File: config.mk
export PLATFORM = sky130hd
export DESIGN_NAME = usr_cmd_sequencer
export DESIGN_NICKNAME = d
export VERILOG_FILES = /design/src/rtl/usr_cmd_sequencer.sv
export SDC_FILE = /design/constraint.sdc
export NUM_CORES = 1
export LEC_CHECK = 0
export BUFFER_PORTS_ARGS = -buffer_cell sky130_fd_sc_hd__buf_2
export CAP_MARGIN = 40
export CORE_MARGIN = 2
export CORE_UTILIZATION = 25
export DETAILED_ROUTE_END_ITERATION = 6
export GPL_TIMING_DRIVEN = 0
export PLACE_DENSITY = 0.45
export SLEW_MARGIN = 20
export SYNTH_ARGS = -nofsm -noshare
export SYNTH_HDL_FRONTEND = slang
export SYNTH_SLANG_ARGS = --single-unit
File: constraint.sdc
create_clock -name clk -period 1.9 [get_ports clk]
set_input_delay 0 -clock clk [delete_from_list [all_inputs] [get_ports clk]]
set_output_delay 0 -clock clk [all_outputs]
set_load 0.02 [all_outputs]
File: src/rtl/usr_cmd_sequencer.sv
// Two-port round-robin command sequencer for a universal shift register.
// Turns LOAD/SHR/SHL/ROTR commands with repeat counts into per-cycle mode/data/sin drive.
module usr_cmd_sequencer #(
   parameter int WIDTH = 4,
   parameter int CNT_W = 3
) (
   input  logic             clk,
   input  logic             rst,
   input  logic             req0_valid,
   output logic             req0_ready,
   input  logic [1:0]       req0_op,
   input  logic [CNT_W-1:0] req0_cnt,
   input  logic [WIDTH-1:0] req0_data,
   input  logic             req0_fill,
   input  logic             req1_valid,
   output logic             req1_ready,
   input  logic [1:0]       req1_op,
   input  logic [CNT_W-1:0] req1_cnt,
   input  logic [WIDTH-1:0] req1_data,
   input  logic             req1_fill,
   output logic [1:0]       usr_mode,
   output logic [WIDTH-1:0] usr_data,
   output logic             usr_sin,
   input  logic [WIDTH-1:0] usr_q,
   output logic             busy,
   output logic             done,
   output logic             done_id,
   output logic [WIDTH-1:0] result
);

   // state | meaning
   // IDLE  | arbitrate between requesters, accept one command
   // EXEC  | drive one register operation per cycle until remaining hits 0
   // DONE  | register holds; capture result and pulse done on exit
   typedef enum logic [1:0] {
      ST_IDLE = 2'd0,
      ST_EXEC = 2'd1,
      ST_DONE = 2'd2
   } state_t;

   localparam logic [1:0] OP_LOAD = 2'b00;
   localparam logic [1:0] OP_SHR  = 2'b01;
   localparam logic [1:0] OP_SHL  = 2'b10;
   localparam logic [1:0] OP_ROTR = 2'b11;

   localparam logic [1:0] MODE_HOLD = 2'b00;
   localparam logic [1:0] MODE_SHR  = 2'b01;
   localparam logic [1:0] MODE_SHL  = 2'b10;
   localparam logic [1:0] MODE_LOAD = 2'b11;

   localparam logic [CNT_W-1:0] CNT_ONE = CNT_W'(1);

   state_t             state;
   state_t             state_nxt;
   logic [CNT_W-1:0]   remaining;
   logic               last_grant;
   logic [1:0]         op_lat;
   logic [WIDTH-1:0]   data_lat;
   logic               fill_lat;
   logic               id_lat;

   logic               grant_id;
   logic               accept;
   logic [1:0]         sel_op;
   logic [CNT_W-1:0]   sel_cnt;
   logic [WIDTH-1:0]   sel_data;
   logic               sel_fill;
   logic [CNT_W-1:0]   load_cnt;

   // On a tie the requester that did not win last time is served.
   always_comb begin
      if (req0_valid && req1_valid) begin
         grant_id = ~last_grant;
      end else begin
         grant_id = req1_valid;
      end
      accept     = (state == ST_IDLE) && (req0_valid || req1_valid);
      req0_ready = accept && !grant_id;
      req1_ready = accept && grant_id;
      sel_op     = grant_id ? req1_op   : req0_op;
      sel_cnt    = grant_id ? req1_cnt  : req0_cnt;
      sel_data   = grant_id ? req1_data : req0_data;
      sel_fill   = grant_id ? req1_fill : req0_fill;
      load_cnt   = (sel_op == OP_LOAD) ? CNT_ONE : sel_cnt;
   end

   always_ff @(posedge clk or posedge rst) begin
      if (rst) begin
         state <= ST_IDLE;
      end else begin
         state <= state_nxt;
      end
   end

   always_comb begin
      state_nxt = state;
      usr_mode  = MODE_HOLD;
      usr_data  = '0;
      usr_sin   = 1'b0;
      case (state)
         ST_IDLE: begin
            if (accept) begin
               state_nxt = (load_cnt != '0) ? ST_EXEC : ST_DONE;
            end
         end
         ST_EXEC: begin
            case (op_lat)
               OP_LOAD: begin
                  usr_mode = MODE_LOAD;
                  usr_data = data_lat;
               end
               OP_SHR: begin
                  usr_mode = MODE_SHR;
                  usr_sin  = fill_lat;
               end
               OP_SHL: begin
                  usr_mode = MODE_SHL;
                  usr_sin  = fill_lat;
               end
               default: begin
                  // rotate right: feed the bit leaving the LSB back into the MSB
                  usr_mode = MODE_SHR;
                  usr_sin  = usr_q[0];
               end
            endcase
            if (remaining <= CNT_ONE) begin
               state_nxt = ST_DONE;
            end
         end
         ST_DONE: begin
            state_nxt = ST_IDLE;
         end
         default: begin
            state_nxt = ST_IDLE;
         end
      endcase
   end

   assign busy = (state != ST_IDLE);

   always_ff @(posedge clk or posedge rst) begin
      if (rst) begin
         remaining  <= '0;
         last_grant <= 1'b1;
         op_lat     <= OP_LOAD;
         data_lat   <= '0;
         fill_lat   <= 1'b0;
         id_lat     <= 1'b0;
         done       <= 1'b0;
         done_id    <= 1'b0;
         result     <= '0;
      end else begin
         done <= (state == ST_DONE);
         if (accept) begin
            op_lat     <= sel_op;
            data_lat   <= sel_data;
            fill_lat   <= sel_fill;
            id_lat     <= grant_id;
            last_grant <= grant_id;
            remaining  <= load_cnt;
         end else if ((state == ST_EXEC) && (remaining != '0)) begin
            remaining <= remaining - CNT_ONE;
         end
         if (state == ST_DONE) begin
            result  <= usr_q;
            done_id <= id_lat;
         end
      end
   end

endmodule

==> results.py <==
metrics = {
    "outcome": {
        "run_status": "finished clean",
    },
    "worst_setup_path": {
        "endpoint_kind": "output port",
        "reg2reg_slack_ps": 490,
        "crit_type": "flip-flop to output port",
        "timing.critical_path.buf_inv": 2,
        "critical_path.max_stage_delay_ps": 410,
        "worst-path-max-fanout": 10,
        "timing.critical_path.from_type": "flip-flop",
        "timing.critical_path.cells": "or2_1 -> or2_4 -> buf_6 -> nor2_1 -> buf_2",
        "cpLargestDelayFamily": "simple AND/OR/NAND/NOR gates",
        "worst_path_required_time_ps": 1900,
        "cpMaxStageDelayCell": "dfrtp_1",
        "worstPathArrival_ps": 1630,
    },
    "sta": {
        "fin_crit_period_ps": 1630,
        "rsz_0062_raised_after_global_routing": "no",
        "final.setup_skew_ps": 4.25,
        "finalHoldViolCount": 0,
        "tightestPinTransition_ps": 507,
        "max_freq_ghz": 0.615,
        "report.final.slew_viol_count": 0,
        "final_setup_viols": 0,
        "slew_headroom": 0.662,
        "layout_setup_ws_ps": 273,
        "period_utilisation_layout": 0.856,
        "setup_total_negative_slack_ps": 0,
    },
    "detailed_routing": {
        "vias_per_cell": 4.42,
        "drt_first_pass_iters": 4,
        "route.vias.total": 981,
        "routed_wirelength_mm": 2.66,
        "wire_per_inst_um": 12.0,
        "drtAntennaViolNets": 0,
        "route.detailed.drc": 0,
        "drt_iter0_markers": 12,
    },
    "global_routing": {
        "grt.overflow.total": 0,
        "grt_pass1_vias": 978,
        "grt_antenna_before_repair": 0,
        "grt_util_all_layers": 0.113,
        "grt_first_pass_wirelength_mm": 4.44,
        "grt_max_degree": 21,
    },
    "power_and_ir_drop": {
        "vdd.ir_drop.worst_uv": 437,
        "power.density_cell_area_nw_per_um2": 1500,
        "leakage_uw": 0.000806,
    },
    "floorplanning": {
        "design.core.area_um2": 4350,
        "top_level_pins": 44,
        "placementRows": 24,
        "floorplan.initialDensity": 0.258,
        "fp.dieArea_um2": 5050,
        "dieHeight_um": 71.1,
        "fp.dieW_um": 71.1,
    },
    "place": {
        "gp_congestion": 0.779,
        "dp.final_hpwl_mm": 2.08,
        "preCtsSetupSlack_ps": 488,
        "portBuffers": 43,
    },
    "final_layout": {
        "layout_commonest_cell": "buf_2",
        "antenna-diode-count": 0,
        "post_route_cells_drive_above_1_share": 0.347,
        "num-nets-final": 205,
        "commonest_non_fill_non_tap_cells_in_the_layout": "43 x buf_2, 19 x dfrtp_1, 14 x nor2_1, 14 x nand2_1",
        "synthToLayoutAreaGrowth_pct": 35.3,
    },
    "synthesis": {
        "yosysTopAreaCellShare": 0.423,
        "synth-main-ff-cell": "dfrtp_1",
        "syn_inst": 117,
        "synth.cell_area_um2": 1120,
        "synth_seq_cells": 20,
        "synth_edf_count": 0,
        "synth_top_area_cell": "dfrtp_1",
        "synth.lib_cells_used.distinct": 31,
        "synth-seq-area-share": 0.446,
        "synth.area.top_cells": "dfrtp_1 42%, mux2i_1 7.1%, ha_1 6.7%",
        "synth-async-reset-ratio": 1.00,
        "post_synthesis_area_per_instance_um2": 9.61,
        "synth.yosys.warnings": 0,
        "synth.net_count": 151,
    },
    "cts": {
        "cts_buffers": 3,
        "cts_htree_levels": 1,
        "clk_pin_slew_worst_paths_ps": 70,
        "tritoncts": "yes",
        "clock_latency_ps": 260,
        "post_cts.resized_instances": 0,
        "cts_buffer_depth": 2,
        "clock_tree.root_cell": "clkbuf_8",
        "cts_sinks": 20,
    },
    "flow_run": {
        "cap_viol_max_count": 0,
    },
    "hold_path": {
        "hold_path_class": "input pin to flip-flop",
    },
}
-- Yosys cell counts (2+ instances only) --
library cell,number
buf_6,2
nor2b_1,2
a21oi_1,4
mux2_2,5
o21a_1,2
nor2_1,14
dfrtp_1,19
ha_1,6
inv_1,8
o21ai_1,8
nand3b_1,2
mux2i_1,8
nand2_1,14
and3_1,4
o21ai_0,3
-- registers in the layout (all words and copies together) (netlist names) --
name / count
data_lat: 4
done: 1
done_id: 1
fill_lat: 1
id_lat: 1
last_grant: 1
op_lat: 2
remaining: 3
result: 4
state: 2
-- metrics by stage --
step           total power [uW]  utilization  cells  instance area, um2  hold slack [ps]
6_report                   2280        0.349    222                1520             12.1
5_1_grt                    2490        0.349    222                1520             26.1
4_1_cts                    2320        0.347    221                1510             3.89
3_5_place_dp               1970        0.323    212                1410              185
3_3_place_gp               1950        0.323    212                1410              181
2_1_floorplan              1620            -    117                1120            -36.9
-- where the power goes --
part           switching, uW  leakage [uW]  internal [uW]  total (uW)
combinational            694      0.000535            505        1200
clock                    139     0.0000288            184         323
sequential               113      0.000243            640         753
-- area by class of cell --
type | instances | area (um2)
fillers | 456 | 2830
multi-input cells | 85 | 559
flip-flops and latches | 20 | 502
repair buffers | 49 | 277
well taps | 52 | 65.1
clock buffers | 4 | 55.1
plain buffers | 4 | 33.8
inverters | 8 | 30.0
-- cell families after synthesis --
kind of cell	Yosys count	share of synthesized area
DFF	20	0.446
xor gates and xnor gates	1	0.00779
and+or+nand+nor	41	0.169
muxes	13	0.121
buffers and inverters	12	0.0567
AOI/OAI and AO/OA	24	0.132
adders and majority gates	6	0.0667
-- routing by layer --
layer | vias up | wire length (um) | part of all wire | global-route usage
li1 | 504 | - | - | -
met3 | 0 | 134 | 0.050 | 0.0313
met2 | 31 | 1300 | 0.49 | 0.202
met1 | 446 | 1220 | 0.46 | 0.131
met5 | - | 0 | 0 | 0
met4 | 0 | 0 | 0 | 0.0377
-- worst min-delay path, delay by kind of cell --
kind | cells | cell delay [ps]
AOI/OAI and AO/OA | 1 | 100
muxes | 1 | 50
buffers and inverters | 1 | 70
-- path summary, 6_finish.rpt --
kind,startpoint,to,cells past startpoint
setup / recovery,state[0],req0_ready,5
hold / removal,req0_data[1],data_lat[1],3
setup reg to reg,last_grant,op_lat[0],4
hold reg to reg,last_grant,last_grant,2
max in group asynchronous,rst,last_grant,4
min in group asynchronous,rst,done,3
-- repair_timing --
item | CTS | global route
hold buffers | 5 | 0
hold endpoints to repair | 23 | 0
buffers inserted | 0 | 0
Power figures use the tool's default switching activity.
